===== config.mk =====
export PLATFORM = sky130hd
export DESIGN_NAME = dmem_lsu
export DESIGN_NICKNAME = d
export VERILOG_FILES = /design/src/rtl/dmem_lsu.sv
export SDC_FILE = /design/constraint.sdc
export NUM_CORES = 1
export LEC_CHECK = 0
export ABC_AREA = 0
export BUFFER_PORTS_ARGS = -buffer_cell sky130_fd_sc_hd__buf_2
export CAP_MARGIN = 0
export CORE_MARGIN = 2
export CORE_UTILIZATION = 49
export CTS_CLUSTER_SIZE = 40
export DETAILED_ROUTE_END_ITERATION = 10
export PLACE_DENSITY = 0.82
export SLEW_MARGIN = 20
export SYNTH_ARGS = -nofsm -noshare
export SYNTH_HDL_FRONTEND = slang
export SYNTH_SLANG_ARGS = --single-unit

===== constraint.sdc =====
create_clock -name CLK -period 3.2 [get_ports CLK]
set_input_delay 0.16 -clock CLK [delete_from_list [all_inputs] [get_ports CLK]]
set_output_delay 0.16 -clock CLK [all_outputs]
set_load 0.05 [all_outputs]

===== src/rtl/dmem_lsu.sv =====
// Load/store initiator for the 64kB data memory: word-only memory port, sub-word RMW stores, fault flagging.
// Optional LSU_ERR_CAPTURE_EN adds a sticky first-fault address capture (ERR_CLR/ERR_STICKY/ERR_ADDR).
module dmem_lsu #(
  parameter int          ADDR_DEPTH = 14,
  parameter logic [31:0] WIN_BASE   = 32'h0001_8000,
  parameter logic [31:0] WIN_SIZE   = 32'h0001_0000
) (
  input  logic                  CLK,
  input  logic                  RST_N,
  input  logic                  REQ_VALID,
  output logic                  REQ_READY,
  input  logic                  REQ_WE,
  input  logic [1:0]            REQ_SIZE,
  input  logic                  REQ_UNSIGNED,
  input  logic [31:0]           REQ_ADDR,
  input  logic [31:0]           REQ_WDATA,
  output logic                  RSP_VALID,
  output logic [31:0]           RSP_RDATA,
  output logic                  RSP_ERR,
  output logic                  MEM_RDEN,
  output logic                  MEM_WEN,
  output logic [1:0]            MEM_BYTE_SEL,
  output logic                  MEM_SIGN,
  output logic [ADDR_DEPTH-1:0] MEM_ADDR,
  output logic [31:0]           MEM_DATA_IN,
  input  logic [31:0]           MEM_DATA_OUT
`ifdef LSU_ERR_CAPTURE_EN
  ,
  input  logic                  ERR_CLR,
  output logic                  ERR_STICKY,
  output logic [31:0]           ERR_ADDR
`endif
);

  typedef enum logic [1:0] {IDLE, RD, CAP, WR} state_t;

  state_t                state, state_n;
  logic                  we_q, uns_q;
  logic [1:0]            size_q;
  logic [ADDR_DEPTH+1:0] addr_q;
  logic [31:0]           merge_q;  // store data at accept, merged write word after CAP
  logic                  rsp_valid_q, rsp_err_q;
  logic [31:0]           rsp_rdata_q;

  logic        accept, misaligned, out_of_win, fault;
  logic [31:0] shifted, ld_val, merged;

  assign accept     = REQ_VALID && REQ_READY;
  assign misaligned = (REQ_SIZE == 2'b01 && REQ_ADDR[0]) || (REQ_SIZE[1] && REQ_ADDR[1:0] != 2'b00);
  // 33-bit compare so the window end never wraps
  assign out_of_win = ({1'b0, REQ_ADDR} < {1'b0, WIN_BASE}) ||
                      ({1'b0, REQ_ADDR} >= ({1'b0, WIN_BASE} + {1'b0, WIN_SIZE}));
  assign fault      = misaligned || out_of_win;

  always_ff @(posedge CLK) begin
    if (!RST_N) state <= IDLE;
    else        state <= state_n;
  end

  always_comb begin
    state_n = state;
    case (state)
      IDLE: if (accept && !fault) state_n = (REQ_WE && REQ_SIZE[1]) ? WR : RD;
      RD:   state_n = CAP;
      CAP:  state_n = we_q ? WR : IDLE;
      WR:   state_n = IDLE;
      default: state_n = IDLE;
    endcase
  end

  always_comb begin
    shifted = MEM_DATA_OUT >> {addr_q[1:0], 3'b000};
    case (size_q)
      2'b00:   ld_val = uns_q ? {24'h0, shifted[7:0]}  : {{24{shifted[7]}}, shifted[7:0]};
      2'b01:   ld_val = uns_q ? {16'h0, shifted[15:0]} : {{16{shifted[15]}}, shifted[15:0]};
      default: ld_val = shifted;
    endcase
  end

  always_comb begin
    merged = MEM_DATA_OUT;
    if (size_q == 2'b00) merged[{addr_q[1:0], 3'b000} +: 8]  = merge_q[7:0];
    else                 merged[{addr_q[1], 4'b0000} +: 16] = merge_q[15:0];
  end

  always_ff @(posedge CLK) begin
    if (!RST_N) begin
      we_q        <= 1'b0;
      uns_q       <= 1'b0;
      size_q      <= 2'b00;
      addr_q      <= '0;
      merge_q     <= '0;
      rsp_valid_q <= 1'b0;
      rsp_err_q   <= 1'b0;
      rsp_rdata_q <= '0;
    end else begin
      rsp_valid_q <= 1'b0;
      rsp_err_q   <= 1'b0;
      rsp_rdata_q <= '0;
      if (accept) begin
        we_q    <= REQ_WE;
        uns_q   <= REQ_UNSIGNED;
        size_q  <= REQ_SIZE;
        addr_q  <= REQ_ADDR[ADDR_DEPTH+1:0];
        merge_q <= REQ_WDATA;
        if (fault) begin
          rsp_valid_q <= 1'b1;
          rsp_err_q   <= 1'b1;
        end
      end
      if (state == CAP) begin
        if (we_q) merge_q <= merged;
        else begin
          rsp_valid_q <= 1'b1;
          rsp_rdata_q <= ld_val;
        end
      end
      if (state == WR) rsp_valid_q <= 1'b1;
    end
  end

`ifdef LSU_ERR_CAPTURE_EN
  logic        err_sticky_q;
  logic [31:0] err_addr_q;

  // a fault arriving alongside ERR_CLR re-captures instead of clearing
  always_ff @(posedge CLK) begin
    if (!RST_N) begin
      err_sticky_q <= 1'b0;
      err_addr_q   <= '0;
    end else if (accept && fault && (!err_sticky_q || ERR_CLR)) begin
      err_sticky_q <= 1'b1;
      err_addr_q   <= REQ_ADDR;
    end else if (ERR_CLR) begin
      err_sticky_q <= 1'b0;
      err_addr_q   <= '0;
    end
  end

  assign ERR_STICKY = err_sticky_q;
  assign ERR_ADDR   = err_addr_q;
`else
  // faults are reported through RSP_ERR only
`endif

  assign REQ_READY    = RST_N && (state == IDLE);
  assign MEM_RDEN     = RST_N && (state == RD);
  assign MEM_WEN      = RST_N && (state == WR);
  assign MEM_BYTE_SEL = 2'b10;
  assign MEM_SIGN     = 1'b0;
  assign MEM_ADDR     = addr_q[ADDR_DEPTH+1:2];
  assign MEM_DATA_IN  = MEM_WEN ? merge_q : 32'h0;
  assign RSP_VALID    = rsp_valid_q;
  assign RSP_ERR      = rsp_err_q;
  assign RSP_RDATA    = rsp_rdata_q;

endmodule


==> results_dict.tcl, run 1 <==
set metrics [dict create \
    max_freq_mhz 416 \
    synth.distinct_cells 56 \
    via_per_inst 5.71 \
    status "finished, final reports clean" \
    tightestPinTransition_ns 0.865 \
    cts_tree "built" \
    final_layout_size_suffix_gt1_frac 0.322 \
    fin_crit_sh 0.750 \
    insertion_delay_ns 0.38 \
    h-tree-depth 3 \
    startpoint "addr_q[1]" \
    grt_first_pass_wirelength_um 23000 \
    top_layer "met4" \
    cp_max_fo 13 \
    r2r_end "merge_q[20]" \
    crit_path_end "merge_q[20]" \
    drv_cap 0 \
    cts_buffer_depth 2 \
    drt-total-wl_um 15100 \
    reg2reg_slack_ns 0.80 \
    ant_nets 0 \
    grt_max_degree 38 \
    finalSetupViolCount 0 \
    ir_drop_mv 0.230 \
    die_height_um 102 \
    clkPwrFrac 0.304 \
    rsz0062_at_grt "no" \
    dpl.hpwl_um 11200 \
    first_iter_violations 361 \
    placement.io_buffers 185 \
    whs_ns 0.00775 \
    p_sw_mw 0.792 \
    wl_met2_um 6830 \
    hp-class "in2reg" \
    cpMaxStageDelayCell "dfxtp_1" \
    num_rows 35 \
    track_usage 0.287 \
    vias 4869 \
    combPwrFrac 0.207 \
    yosysTopAreaCell "dfxtp_1" \
    crit_required_ns 3.48 \
    p_leak_nw 2.76 \
    worst-setup-path-type "reg2reg" \
    min_period_ns 2.40 \
    final_cells 853 \
    tns_ns 0 \
    root_buffer "clkbuf_8" \
    final_util 0.630 \
    antenna_found_initial 0 \
    slowest_delay_ns 0.67 \
    yosys_warnings 0 \
    postSynth.asyncResetShare 0 \
    synth_edf_count 0 \
    seq_area_frac_synth 0.377 \
    synth_most_common_cell "nand2_1" \
    yosysTopAreaCellShare 0.377 \
    start_util 0.506 \
    die_x_um 102 \
    worst-path-stages 6 \
    fin_nets 827 \
    wl_met1_um 6120 \
    fin_skew_ns 0.0165 \
    dp.cells 823 \
    reg2reg_depth 6 \
    r2r_start "addr_q[1]" \
    drcViolationCount 0 \
    netlist_area_um2 4670 \
    worst_path_dominant_cell_family "compound AO/OA/AOI/OAI gates" \
    dieArea_um2 10300 \
    core_um2 9240 \
    synth.avg_cell_area_um2 8.31 \
    hold_viol_final 0 \
    hold_depth 3 \
    cellPowerDensity_nw_per_um2 414 \
    grt_overflow_total 0 \
    clock-sinks 88 \
    pwr-share-seq 0.489 \
    numCtsBuffers 9 \
    areaGrowthSynthToFinish_pct 24.6 \
    ys.flop_type "dfxtp_1" \
    clk_pin_slew_ns 0.10 \
    worstPathArrival_ns 2.68 \
    path_buf_inv 1 \
    first_global_vias 4528 \
    yosys-top-cells-area "dfxtp_1 38%, nand2_1 7.5%, and2_1 5.9%" \
    post_cts_buffers 0 \
    crit_path_start_kind "flip-flop" \
    cp-end-kind "flip-flop" \
    power.internal_mw 1.62 \
    routedWlPerCell_um 17.7 \
    first_pass_iters 5 \
    pin_count 189 \
    relSlewSlack 0.424 \
    synthCells 562 \
    gp_congestion 0.953 \
    slew_viol_final 0 \
    dr_wl_met3_um 1650 \
    p_sw_frac 0.329 \
    ys_top_cells_by_count "93 x nand2_1, 88 x dfxtp_1, 44 x and2_1, 37 x a21oi_1, 29 x nand3_1" \
    path_cells "inv_1 -> ha_1 -> nand2b_1 -> o41ai_4 -> a221oi_1 -> a311oi_1" \
    antenna_cells 0 \
    synth-seq-cells 88 \
]
[placed cells by master, fill, tap and decap left out, types with 3 or more instances in the layout]
cell type,count
nand2b_1,6
nor4_1,3
dlygate4sd3_1,14
mux2i_1,17
nor3_1,7
nand2_1,93
conb_1,3
and2_1,44
mux2_2,13
o21ai_0,12
ha_1,5
o22ai_1,4
clkinv_4,3
nor2b_1,9
dfxtp_1,88
nand3_1,29
nor2_1,17
buf_2,185
a221o_1,4
a22oi_1,6
clkbuf_8,9
a31oi_1,3
a221oi_1,21
a211oi_1,16
a21oi_1,37
inv_1,7
o2bb2ai_1,6
o31ai_1,4
a311oi_1,8
buf_4,10
o211a_1,8
[routing by layer]
| layer | up-vias | global-route usage |
|---|---|---|
| li1 | 2300 | - |
| met1 | 2229 | 0.379 |
| met2 | 302 | 0.454 |
| met3 | 38 | 0.0621 |
| met4 | 0 | 0.121 |
| met5 | - | 0 |
[worst min path at each step]
stage | startpoint | to | slack [ns]
2_1_floorplan | REQ_ADDR[10] | addr_q[10] | 0.26
4_1_cts | REQ_ADDR[15] | addr_q[15] | 0.0004
3_3_place_gp | REQ_ADDR[8] | addr_q[8] | 0.34
5_1_grt | REQ_ADDR[15] | addr_q[15] | 0.04
3_5_place_dp | REQ_ADDR[2] | addr_q[2] | 0.35
6_report | REQ_ADDR[15] | addr_q[15] | 0.008
[flip-flops by register name, indices dropped and copies added, names as in the netlist]
name and flops:
RSP_RDATA 32, size_q 2, merge_q 32, uns_q 1
RSP_VALID 1, RSP_ERR 1, we_q 1, state 2
addr_q 16
[kinds of logic after synthesis]
family,synth area share
multiplexers,0.0678
AND/OR/NAND/NOR,0.240
flip-flops,0.377
other,0.00161
buffers and inverters,0.0798
adder cells (fa/ha/maj),0.0134
AO/OA/AOI/OAI,0.221
[power by group through the flow]
stage,combinational [mW],clock [mW],sequential [mW]
finish,0.499,0.732,1.18
global route,0.539,0.773,1.18
CTS,0.491,0.727,1.18
detailed placement,0.477,0,1.20
global placement,0.465,0,1.20
floorplan,0.347,0,1.19
[worst reg2reg max path, stage by stage (launching register included)]
cell	delay, ns
dfxtp_1	0.67
inv_1	0.19
ha_1	0.34
nand2b_1	0.12
o41ai_4	0.48
a221oi_1	0.21
a311oi_1	0.31
[through the flow]
stage / setup slack, ns / power [mW] / cell area (µm²)
3_3_place_gp: 1.01 / 1.66 / 5500
4_1_cts: 0.845 / 2.39 / 5820
5_1_grt: 0.646 / 2.50 / 5820
6_report: 0.798 / 2.41 / 5820
2_1_floorplan: 0.993 / 1.53 / 4680
3_5_place_dp: 0.843 / 1.68 / 5500
[final cells by class]
class                   count  area (µm²)
clock inverters             7        56.3
repair buffers            209        1140
fillers                   812        3420
inverters                   8        30.0
well taps                 129         161
flip-flops and latches     88        1760
clock buffers               9         124
multi-input cells         403        2550
[what timing repair did]
action	in CTS	in global routing
resized for setup	0	0
hold buffers	14	0
hold endpoints to repair	14	0
Power figures use the tool's default switching activity.
==> run 2, diff against run 1 <==
- ABC_AREA: 0 -> 1
- CORE_UTILIZATION: 49 -> 50
- PLACE_DENSITY: 0.82 -> 0.81
- clock period: 3.2 -> 2.4 ns (I/O delays scaled with it)
==> run 2 against run 1 <==
Net effect:
- global-route usage about the same
- clock-buffer cell count up 1
- first-iteration DRC count up 85%
- sequential share of layout area down 3.5 points
- via count up 27%
- core utilization up 0.41 points
- area after synthesis up 15%
- critical path type is now reg2out
- combinational power up 67%
- die area up 12%
- non-clock buffer count up 9
==> results_dict.tcl, run 2 <==
set metrics [dict create \
    status "finished, final reports clean" \
    crit_required_ns 2.28 \
    crit_path_start_kind "flip-flop" \
    p_sw_frac 0.348 \
    drt-total-wl_um 16800 \
    clk_pin_slew_ns 0.10 \
    insertion_delay_ns 0.38 \
    die_x_um 108 \
    cts_buffer_depth 2 \
    ant_nets 0 \
    dpl.hpwl_um 12500 \
    reg2reg_slack_ns 0.36 \
    synth.avg_cell_area_um2 6.13 \
    clkPwrFrac 0.295 \
    seq_area_frac_synth 0.328 \
    ys_top_cells_by_count "226 x nand2_1, 102 x o21ai_0, 91 x inv_1, 88 x dfxtp_1, 88 x nor2_1" \
    tightestPinTransition_ns 0.970 \
    drcViolationCount 0 \
    r2r_start "addr_q[0]" \
    combPwrFrac 0.246 \
    synth_most_common_cell "nand2_1" \
    slew_viol_final 0 \
    pwr-share-seq 0.459 \
    relSlewSlack 0.353 \
    fin_nets 1145 \
    power.internal_mw 2.21 \
    first_iter_violations 669 \
    yosys_warnings 0 \
    areaGrowthSynthToFinish_pct 22.5 \
    num_rows 37 \
    synth_edf_count 0 \
    post_cts_buffers 0 \
    numCtsBuffers 9 \
    ir_drop_mv 0.278 \
    synth-seq-cells 88 \
    grt_first_pass_wirelength_um 26300 \
    first_pass_iters 5 \
    hold_viol_final 0 \
    cts_tree "built" \
    yosys-top-cells-area "dfxtp_1 33%, nand2_1 16%, o21ai_0 9.5%" \
    track_usage 0.287 \
    cellPowerDensity_nw_per_um2 516 \
    hp-class "in2reg" \
    postSynth.asyncResetShare 0 \
    ctsResizeCount 0 \
    power_mw 3.39 \
    worstPathArrival_ns 2.08 \
    synthCells 876 \
    r2r_end "merge_q[25]" \
    final_cell_mix "226 x nand2_1, 185 x buf_2, 102 x o21ai_0" \
    yosysTopAreaCell "dfxtp_1" \
    setup_slack_ns 0.201 \
    mostFrequentLayoutCell "nand2_1" \
    grt_max_degree 49 \
    antenna_found_initial 0 \
    fin_crit_sh 0.916 \
    drv_cap 0 \
    final_layout_size_suffix_gt1_frac 0.228 \
    synth.distinct_cells 30 \
    die_height_um 108 \
    core_um2 10400 \
    routedWlPerCell_um 14.2 \
    yosysTopAreaCellShare 0.328 \
    dieArea_um2 11600 \
    ys.flop_type "dfxtp_1" \
    startpoint "state[1]" \
    worst-setup-path-type "reg2out" \
    final_util 0.634 \
    vias 6189 \
    cp_max_fo 32 \
    netlist_area_um2 5370 \
    p_sw_mw 1.18 \
    min_period_ns 2.20 \
    grt_overflow_total 0 \
    reg2reg_depth 8 \
    placement.io_buffers 185 \
    dp_slack_ns 0.408 \
    crit_path_end "MEM_DATA_IN[14]" \
    p_leak_nw 3.45 \
    fin_skew_ns 0.0167 \
    pin_count 189 \
    cp-end-kind "output port" \
    max_freq_mhz 455 \
    tns_ns 0 \
    first_global_vias 5428 \
    start_util 0.518 \
    finalSetupViolCount 0 \
    clock-sinks 88 \
    root_buffer "clkbuf_8" \
    rsz0062_at_grt "yes" \
    h-tree-depth 3 \
    gp_congestion 1.00 \
    via_per_inst 5.25 \
    antenna_cells 0 \
]
==> run 2: cell count changes after synthesis, moves of 10 or more <==
cell      previous run  this run
a211oi_1            16         0
a21oi_1             37        66
a221oi_1            21         0
and2_1              44         0
buf_2               10        26
inv_1                7        91
mux2_2              13         0
mux2i_1             17         0
nand2_1             93       226
nand3_1             29        72
nor2_1              17        88
o21ai_0             12       102
o21ai_1              0        10
==> run 2: what timing repair did <==
item / CTS / global route
endpoints found under the hold margin: 20 / 0
hold buffers: 20 / 0
endpoints found under the setup margin: 0 / 4
==> run 2: worst max-delay path, stage by stage, from the launching register on <==
cell and delay, ns:
dfxtp_1 0.43, inv_1 0.10, nor3_2 0.20, inv_1 0.43, nor2_1 0.26, buf_2 0.29
==> run 2: cells by family (layout without fill, tap and decap cells) <==
kind of cell / after synthesis / in the layout / synth area share
adders and majority gates: 5 / 5 / 0.0117
and+or+nand+nor: 411 / 411 / 0.321
AOI/OAI and AO/OA: 201 / 201 / 0.197
other: 2 / 3 / 0.00140
buffers and inverters: 169 / 334 / 0.141
DFF: 88 / 88 / 0.328
==> run 2: cell type report <==
| cell class | count | area, µm² |
|---|---|---|
| clock buffer | 10 | 138 |
| inverter | 100 | 378 |
| fill | 1025 | 3790 |
| sequential | 88 | 1760 |
| multi-input combinational | 620 | 2850 |
| timing repair buffer | 218 | 1220 |
| tap | 136 | 170 |
| clock inverter | 6 | 50.0 |
==> run 2: through the flow <==
step	instance area, µm²	hold slack (ns)	std cells
2_1_floorplan	5370	0.230	877
3_3_place_gp	6190	0.313	1142
3_5_place_dp	6190	0.318	1142
4_1_cts	6580	0.00264	1178
5_1_grt	6580	0.0181	1178
6_report	6580	0.00674	1178
==> run 2: worst min path at each step <==
stage | slack [ns] | end | cells past startpoint | start
6_report | 0.007 | merge_q[20] | 3 | REQ_WDATA[20]
2_1_floorplan | 0.23 | addr_q[10] | 2 | REQ_ADDR[10]
3_3_place_gp | 0.31 | addr_q[11] | 3 | REQ_ADDR[11]
4_1_cts | 0.003 | merge_q[19] | 3 | REQ_WDATA[19]
3_5_place_dp | 0.32 | addr_q[11] | 3 | REQ_ADDR[11]
5_1_grt | 0.02 | RSP_RDATA[5] | 3 | MEM_DATA_OUT[13]
==> run 2: metal layers <==
| layer | vias up | routed length [µm] | part of all wire | GRT usage |
|---|---|---|---|---|
| met4 | 0 | 493 | 0.029 | 0.102 |
| li1 | 3118 | - | - | - |
| met2 | 326 | 7690 | 0.46 | 0.463 |
| met1 | 2706 | 6970 | 0.42 | 0.380 |
| met3 | 39 | 1630 | 0.097 | 0.0587 |
| met5 | - | 0 | 0 | 0 |
==> run 2: power groups by stage <==
stage,clock network (mW),logic (mW),registers (mW)
finish,1.00,0.834,1.56
CTS,1.01,0.817,1.55
floorplan,0,0.573,1.58
detailed placement,0,0.788,1.59
global placement,0,0.783,1.59
global route,1.07,0.915,1.56
==> run 3, diff against run 2 <==
- SETUP_SLACK_MARGIN: default -> 0.5
==> run 3 against run 2 <==
Net effect:
- worst hold slack got worse by 0.0058 ns
- sequential share of layout area fell by 1.7 points
- die area did not move
- highest routed layer unchanged
- clock-buffer cell count did not move
- critical path depth rose by 1
- first-iteration DRC count rose by 2.2%
- cell count rose by 0.34%
- core utilization rose by 4.6 points
- via count rose by 2.9%
- clock power barely moved
==> results_dict.tcl, run 3 (same netlist as run 2, synthesis figures left out) <==
set metrics [dict create \
    track_usage 0.307 \
    dpl-instance-area_um2 6470 \
    slowest_delay_ns 0.39 \
    p_sw_mw 1.21 \
    numCtsBuffers 9 \
    crit_path_start_kind "flip-flop" \
    clock-sinks 88 \
    drt-total-wl_um 17900 \
    final_cell_mix "226 x nand2_1, 158 x buf_2, 102 x o21ai_0" \
    mostFrequentLayoutCell "nand2_1" \
    final_layout_size_suffix_gt1_frac 0.274 \
    fin_nets 1149 \
    pwr-share-seq 0.456 \
    fin_crit_sh 0.762 \
    worstPathArrival_ns 1.71 \
    cpMaxStageDelayCell "dfxtp_4" \
    cts_buffer_depth 2 \
    gp_congestion 1.00 \
    first_iter_violations 684 \
    grt_max_degree 48 \
    fin_skew_ns 0.0160 \
    hold_viol_final 0 \
    start_util 0.518 \
    combPwrFrac 0.258 \
    grt_first_pass_wirelength_um 28300 \
    max_freq_mhz 547 \
    antenna_found_initial 0 \
    setup_slack_ns 0.572 \
    startpoint "state[0]" \
    status "finished, final reports clean" \
    rsz0062_at_grt "yes" \
    placement.io_buffers 185 \
    path_cells "inv_2 -> nor3_4 -> inv_4 -> bufbuf_16 -> nor2_4 -> buf_8" \
    routedWlPerCell_um 15.1 \
    drcViolationCount 0 \
    cts_tree "built" \
    drv_cap 0 \
    ir_drop_mv 0.287 \
    p_leak_nw 3.50 \
    num_rows 37 \
    cp-end-kind "output port" \
    tns_ns 0 \
    core_um2 10400 \
    first_global_vias 5847 \
    power.internal_mw 2.19 \
    root_buffer "clkbuf_8" \
    die_height_um 108 \
    dp_slack_ns 0.430 \
    hp-start "REQ_WDATA[21]" \
    worst-setup-path-type "reg2out" \
    antenna_cells 0 \
    p_sw_frac 0.356 \
    pin_count 189 \
    dpl.hpwl_um 13000 \
    fin_area_um2 7050 \
    areaGrowthSynthToFinish_pct 31.4 \
    clkPwrFrac 0.286 \
    cellPowerDensity_nw_per_um2 483 \
    h-tree-depth 3 \
    die_x_um 108 \
    first_pass_iters 6 \
    grt_overflow_total 0 \
    insertion_delay_ns 0.37 \
    finalSetupViolCount 0 \
    cp_max_fo 13 \
    min_period_ns 1.83 \
    via_per_inst 5.39 \
    r2r_start "size_q[1]" \
    crit_required_ns 2.28 \
    vias 6367 \
    dieArea_um2 11600 \
    hp-class "in2reg" \
    slew_viol_final 0 \
    ant_nets 0 \
    clk_pin_slew_ns 0.10 \
    fillers 926 \
]
==> run 3: cell types whose count changed in the layout (fill, tap and decap cells not counted), moves of 2 or more <==
cell | previous run | this run
nor2_2 | 1 | 5
inv_1 | 91 | 89
buf_4 | 13 | 31
nor2_4 | 2 | 33
nor2_1 | 88 | 53
dfxtp_1 | 88 | 86
nand3_4 | 0 | 2
inv_4 | 1 | 3
clkinvlp_4 | 1 | 4
nand3_2 | 3 | 1
buf_6 | 0 | 13
dlygate4sd3_1 | 20 | 16
buf_2 | 185 | 158
buf_12 | 0 | 2
==> run 3: path summary, 6_finish.rpt <==
path / endpoint / slack (ns) / cells after the start
setup reg to reg: merge_q[15] / 0.61 / 9
setup / recovery: MEM_DATA_IN[7] / 0.57 / 6
hold reg to reg: addr_q[2] / 0.47 / 2
hold / removal: merge_q[21] / 0.001 / 3
==> run 3: critical path, delay by kind of cell (launching register included) <==
family	cells	cell delay, ns
buffers and inverters	4	0.60
flip-flops	1	0.39
AND/OR/NAND/NOR	2	0.34
==> run 3: stage by stage <==
stage	std cells	total power [mW]	hold slack, ns	utilization
CTS	1180	3.36	0.00254	0.668
floorplan	877	2.17	0.230	-
finish	1182	3.41	0.000991	0.680
global placement	1145	2.39	0.314	0.624
global route	1182	3.57	0.00665	0.680
detailed placement	1145	2.40	0.319	0.624
==> run 3: per-layer routing <==
layer	GRT usage	share of wire	vias to the layer above
met5	0	0	-
met4	0.136	0.037	0
met3	0.0545	0.095	58
met2	0.518	0.47	358
met1	0.382	0.39	2817
li1	-	-	3134
==> run 3: area by class of cell <==
cell class	instances	area [µm²]	area share
Multi-Input combinational cell	620	3130	0.444
Clock buffer	10	128	0.0181
Sequential cell	88	1770	0.250
Tap cell	136	170	0.0241
Inverter	100	390	0.0553
Timing Repair Buffer	222	1420	0.201
Clock inverter	6	50.0	0.00709
==> run 3: what timing repair did <==
action | 4_1_cts | 5_1_grt
hold buffers | 16 | 0
setup buffers | 2 | 2
gates cloned | 1 | 0
pin swaps | 1 | 1
endpoints found under the setup margin | 46 | 62
resized for setup | 32 | 29
endpoints found under the hold margin | 16 | 0
==> run 3: power groups by stage <==
stage / Clock, mW / Combinational [mW] / Sequential (mW)
2_1_floorplan: 0 / 0.590 / 1.58
6_report: 0.974 / 0.877 / 1.55
4_1_cts: 0.975 / 0.835 / 1.55
3_5_place_dp: 0 / 0.812 / 1.59
3_3_place_gp: 0 / 0.806 / 1.59
5_1_grt: 1.05 / 0.963 / 1.56
